File: src/rtl/lc3b_address_adder_if.sv
// Operand and result bundle for the LC-3b address adder.
// master drives the selectors and operands, slave returns the computed address.
interface lc3b_address_adder_if;
  logic [1:0]  ADDR1_SEL;
  logic [2:0]  ADDR2_SEL;
  logic        LSHFT;
  logic [15:0] IR;
  logic [15:0] PC;
  logic [15:0] SR1;
  logic [15:0] OUT;

  modport master (
    output ADDR1_SEL,
    output ADDR2_SEL,
    output LSHFT,
    output IR,
    output PC,
    output SR1,
    input  OUT
  );

  modport slave (
    input  ADDR1_SEL,
    input  ADDR2_SEL,
    input  LSHFT,
    input  IR,
    input  PC,
    input  SR1,
    output OUT
  );
endinterface

File: src/rtl/lc3b_address_adder.sv
// LC-3b address adder: OUT = base + (sign-extended IR offset, optionally doubled).
// Purely combinational; clk and reset exist only for datapath port uniformity.
module lc3b_address_adder (
    input  logic                 clk,
    input  logic                 reset,
    lc3b_address_adder_if.slave  bus
);
    localparam logic [1:0] ADDR1_PC         = 2'd0;
    localparam logic [1:0] ADDR1_BASER      = 2'd1;
    localparam logic [2:0] ADDR2_ZERO       = 3'd0;
    localparam logic [2:0] ADDR2_OFFSET6    = 3'd1;
    localparam logic [2:0] ADDR2_PCOFFSET9  = 3'd2;
    localparam logic [2:0] ADDR2_PCOFFSET11 = 3'd3;

    logic [15:0] a1;
    logic [15:0] a2;
    logic [15:0] s;

    // Only the selected operand is read, so X on an unselected one stays out of OUT.
    always_comb begin
        a1 = '0;
        case (bus.ADDR1_SEL)
            ADDR1_PC:    a1 = bus.PC;
            ADDR1_BASER: a1 = bus.SR1;
            default:     a1 = '0;
        endcase
    end

    always_comb begin
        a2 = '0;
        case (bus.ADDR2_SEL)
            ADDR2_ZERO:       a2 = '0;
            ADDR2_OFFSET6:    a2 = {{10{bus.IR[5]}}, bus.IR[5:0]};
            ADDR2_PCOFFSET9:  a2 = {{7{bus.IR[8]}},  bus.IR[8:0]};
            ADDR2_PCOFFSET11: a2 = {{5{bus.IR[10]}}, bus.IR[10:0]};
            default:          a2 = '0;
        endcase
    end

    always_comb begin
        s = bus.LSHFT ? {a2[14:0], 1'b0} : a2;
    end

    assign bus.OUT = a1 + s;

    // clk, reset and the opcode bits of IR are intentionally not part of the result.
    logic unused_inputs;
    assign unused_inputs = ^{clk, reset, bus.IR[15:11]};
endmodule

File: src/flat_wrapper.sv
// flat-port wrapper written by rule: the top's interface ports become plain ports
module lc3b_address_adder_flat 
  (clk, reset, bus_ADDR1_SEL, bus_ADDR2_SEL, bus_LSHFT, bus_IR, bus_PC, bus_SR1, bus_OUT);
  lc3b_address_adder_if bus_i ();
  input  logic clk;
  input  logic reset;
  input wire logic [$bits(bus_i.ADDR1_SEL)-1:0] bus_ADDR1_SEL;
  input wire logic [$bits(bus_i.ADDR2_SEL)-1:0] bus_ADDR2_SEL;
  input wire logic [$bits(bus_i.LSHFT)-1:0] bus_LSHFT;
  input wire logic [$bits(bus_i.IR)-1:0] bus_IR;
  input wire logic [$bits(bus_i.PC)-1:0] bus_PC;
  input wire logic [$bits(bus_i.SR1)-1:0] bus_SR1;
  output wire logic [$bits(bus_i.OUT)-1:0] bus_OUT;
  assign bus_i.ADDR1_SEL = bus_ADDR1_SEL;
  assign bus_i.ADDR2_SEL = bus_ADDR2_SEL;
  assign bus_i.LSHFT = bus_LSHFT;
  assign bus_i.IR = bus_IR;
  assign bus_i.PC = bus_PC;
  assign bus_i.SR1 = bus_SR1;
  assign bus_OUT = bus_i.OUT;
  lc3b_address_adder u_core (.clk(clk), .reset(reset), .bus(bus_i));
endmodule
File: config.mk
export PLATFORM = sky130hd
export DESIGN_NAME = lc3b_address_adder_flat
export DESIGN_NICKNAME = d
export VERILOG_FILES = /design/src/rtl/lc3b_address_adder_if.sv /design/src/rtl/lc3b_address_adder.sv /design/src/flat_wrapper.sv
export SDC_FILE = /design/constraint.sdc
export NUM_CORES = 1
export LEC_CHECK = 0
export CAP_MARGIN = 30
export CORE_MARGIN = 4
export CORE_UTILIZATION = 43
export DETAILED_ROUTE_END_ITERATION = 8
export GPL_TIMING_DRIVEN = 0
export MAX_ROUTING_LAYER = met4
export PLACE_DENSITY_LB_ADDON = 0.25
export SLEW_MARGIN = 0
export SYNTH_ARGS = -nofsm -noshare
export SYNTH_HDL_FRONTEND = slang
export SYNTH_SLANG_ARGS = --single-unit
File: constraint.sdc
create_clock -name vclk -period 6.9
set_input_delay 0.69 -clock vclk [all_inputs]
set_output_delay 0.69 -clock vclk [all_outputs]
set_load 0.01 [all_outputs]
[After elaboration in Yosys (flattened, before gate mapping)]
Cells that the tools add are included.
Cells by class
  eq/ne operators: 4
  add/sub/neg operators: 1
  mux-type cells: 3
  reductions and logical operators: 1
Operators with widths (count)
  $pmux 16 s3: 1
  $pmux 16 s2: 1
  $add 16x16->16: 1
  $mux 16: 1
  $eq 3x2->1 const B: 2
  $eq 3x1->1 const B: 1
  $eq 2x1->1 const B: 1
  $logic_not 2->1: 1
Word-level totals
  output and inout bits: 16
  bits in registers: 0

[Depth between registers and ports, before layout]
  word-level depth: 4
  mapped depth: 12

[Least setup slack after synthesis]
No wires, ideal clock.
  path type: input to output
  start point: input port bus_ADDR1_SEL[0]
  end point: output port bus_OUT[14]
  required time: 6.210 ns
  path slack: 3.052 ns
  path buffers: 2
  stages: 12
  arrival time: 3.158 ns
  cell sequence: clkbuf_1 -> buf_2 -> mux2i_1 -> nor2_1 -> ha_1 -> inv_1 -> fa_1 -> nor2b_1 -> o2111a_1 -> o21a_1 -> nor2_1 -> o311ai_0
Between the ends
  word-level cells in the longest chain between the ends: 3
Ends and longest elaborated chain
  start, declared: RTL line flat_wrapper.sv:7  | input wire logic [$bits(bus_i.ADDR1_SEL)-1:0] bus_ADDR1_SEL;
  $eq 2x1->1 or $logic_not 2->1 (tied branches): RTL line lc3b_address_adder.sv:22  | case (bus.ADDR1_SEL)
  $pmux 16 s2 *: RTL line lc3b_address_adder.sv:22
  $add 16x16->16 *: RTL line lc3b_address_adder.sv:44  | assign bus.OUT = a1 + s;
  end, declared: RTL line flat_wrapper.sv:13  | output wire logic [$bits(bus_i.OUT)-1:0] bus_OUT;
Every way passes the cells marked *; elsewhere a longest branch is shown, timed or not.

[Worst setup path after layout]
  start point: input port bus_ADDR2_SEL[1]
  end point: output port bus_OUT[14]
Between the ends
  word-level cells in the longest chain between the ends: 4
Ends and longest elaborated chain
  start, declared: RTL line flat_wrapper.sv:8  | input wire logic [$bits(bus_i.ADDR2_SEL)-1:0] bus_ADDR2_SEL;
  $eq 3x2->1 or $eq 3x1->1 (tied branches): RTL line lc3b_address_adder.sv:31  | case (bus.ADDR2_SEL)
  $pmux 16 s3 *: RTL line lc3b_address_adder.sv:31
  $mux 16 *: RTL line lc3b_address_adder.sv:41  | s = bus.LSHFT ? {a2[14:0], 1'b0} : a2;
  $add 16x16->16 *: RTL line lc3b_address_adder.sv:44
Marks and branches as above.

==> summary.md <==
| Metric | Value |
|---|---|
| Outcome | finished clean |
| Overflow left after global routing | 0 |
| Final std cells w/o fill | 262 |
| Post-DR vias/cell | between 5 and 6 |
| Post-Syn Area per Cell | 7.31 um^2 |
| Detailed Place HPWL | a little under 3 mm |
| Worst Tran Pin Value | 668 ps |
| Fin crit share | 72.4% |
| Worst vdd ir | 0.0000560 V |
| Post-DRT Antenna Nets | 0 |
| Startpoint Class | primary input |
| Starting Density | ~45% |
| Cells after Synth | 169 |
| Initial antenna violation count | 0 |
| WP data arrival | 4300 ps |
| Port buffer count | 62 |
| Register area | 0 um^2 |
| Critical path fanouts, max | 8 |
| Post-Syn Nets | approximately 240 |
| Clock buffer cells | 0 |
| Synth warnings | 0 |
| RSZ-0062 raised after global routing | no |
| WP data required | approximately 6200 ps |
| Largest net degree at the start of global routing | 11 |
| Hold Crit Start | bus_ADDR1_SEL[1] |
| Final hold viol count | 0 |
| Starting DRT DRC Count | 39 |
| Postcts setup bufs | 0 |
| Min-Delay Path Class | in2out |
| LEAKAGE | approximately 0.00090 uW |
| Post-synthesis sequential area ratio | 0% |
| ANT cells | 0 |
| Total die area | around 0.0038 mm^2 |
| FFs & Latches | 0 |
| Gpl congestion | 0.846 |
| DR vias | 1,422 |
| First-pass GRT wire length | 5.38 mm |
| Drt pass-1 iters | 4 |
| Share of layout cells above drive strength 1 | 3.46% |
| Vias in the first global route | 1,321 |
| Post-cts sizing count | 0 |
| Crit Path Class | in2out |
| Area grow syn2layout | 53.4% |
| IO Count | 72 |
| Die W | 61.6 um |
| Overall global routing resource usage | between 10% and 20% |
| Rel. slew slack | 55.4% |
| # hold bufs at CTS | 0 |
| Drt drc | 0 |
| Die Ht | 61.6 um |
| Setup violators final | 0 |
| Total Routed Length | 3.43 mm |
| Routed len/inst | 13.1 um |
| Critical Path Sink Type | primary output |
| Final slew viol count | 0 |
| Peak Freq | about 200 MHz |
| Placed insts | 262 |
| Max Cap Violations | 0 |
| Core area | 0.00276 mm^2 |
| Crit. Startpoint | bus_ADDR2_SEL[1] |
| Tmin final | 4990 ps |
| TNS Setup | 0 ps |
| Pwr per Cell Area | about 80 mW/mm^2 |
| Nets | 305 |
| Number of placement rows | 19 |
| Cell Area, Synth | between 0.001 and 0.0015 mm^2 |
| Number of distinct library cells after synthesis | 44 |
## cells by family (layout without fill, tap and decap cells)
logic type                 count (synthesis)  after routing  share of synthesized area (%)
muxes                                     24             24                           19.6
AOI/OAI and AO/OA                         53             53                           31.6
and+or+nand+nor                           50             50                           18.7
adders and majority gates                 16             16                           16.8
buffers and inverters                     14             76                           4.76
xor gates and xnor gates                  12             12                           8.51
## area by class of cell
type / instances / area (um^2)
multi-input cells: 155 / 1180
fillers: 249 / 863
repair buffers: 62 / 621
well taps: 31 / 38.8
plain buffers: 7 / 32.5
inverters: 7 / 26.3
## cells in the final DEF (no fill, tap or decap), types with 3 or more instances in the layout
cell              n
inv_1             7
a21oi_1          12
ha_1             15
o21ai_0           8
clkbuf_1          4
xnor2_1           9
o21a_1            3
nor2_1           27
xor2_1            3
a21o_1            6
nor2b_1           4
nand3_1           3
mux2i_1          23
clkdlybuf4s50_1  62
nand2_1           6
## synth_stat cells (2+ instances only)
cell type | number | area [um^2]
a211o_1 | 2 | 17.5
a211oi_1 | 2 | 15.0
a21o_1 | 6 | 45.0
a21oi_1 | 12 | 60.1
a21oi_2 | 2 | 17.5
a31oi_1 | 2 | 12.5
and2_1 | 2 | 12.5
buf_2 | 2 | 10.0
clkbuf_1 | 4 | 15.0
ha_1 | 15 | 188
inv_1 | 7 | 26.3
mux2i_1 | 23 | 230
nand2_1 | 6 | 22.5
nand3_1 | 3 | 15.0
nor2_1 | 27 | 101
nor2b_1 | 4 | 25.0
o2111a_1 | 2 | 22.5
o211a_1 | 2 | 20.0
o21a_1 | 3 | 22.5
o21ai_0 | 8 | 40.0
o21bai_1 | 2 | 15.0
xnor2_1 | 9 | 78.8
xor2_1 | 3 | 26.3
## power by group
part | internal, uW | switching [uW] | total [uW]
registers | 0 | 0 | 0
clock network | 0 | 0 | 0
logic | 85.4 | 67.1 | 152
## metrics by stage
| step | area (um^2) | hold WS, ps | util, % | total power [uW] | worst slack, ps |
|---|---|---|---|---|---|
| after floorplan | 1230 | 1670 | - | 82.1 | 3050 |
| after global placement | 1890 | 2370 | 68.7 | 150 | 1960 |
| after detailed placement | 1890 | 2380 | 68.7 | 152 | 1950 |
| after CTS | 1890 | 2380 | 68.7 | 153 | 1940 |
| after global routing | 1890 | 2450 | 68.7 | 167 | 1570 |
| final | 1890 | 2370 | 68.7 | 152 | 1910 |
## worst paths after layout
path / to / slack [ps] / depth (start not counted)
hold / removal: bus_OUT[15] / 2370 / 5
setup / recovery: bus_OUT[14] / 1910 / 12
## metal layers
layer | GRT usage (%) | vias to the layer above | part of all wire (%)
li1 | - | 751 | -
met1 | 22.0 | 620 | 44
met2 | 34.1 | 49 | 48
met3 | 1.68 | 2 | 7.0
met4 | 1.82 | 0 | 0.41
met5 | - | - | 0
## worst max-delay path, stage by stage
cell and delay [ps]:
clkdlybuf4s50_1 530, nor2b_1 310, o21ai_0 140, a21oi_1 570, ha_1 340, clkbuf_1 200
a21o_1 270, a21oi_1 190, nand2_1 60, or3_1 300, o311ai_0 100, clkdlybuf4s50_1 590
Power figures use the tool's default switching activity.
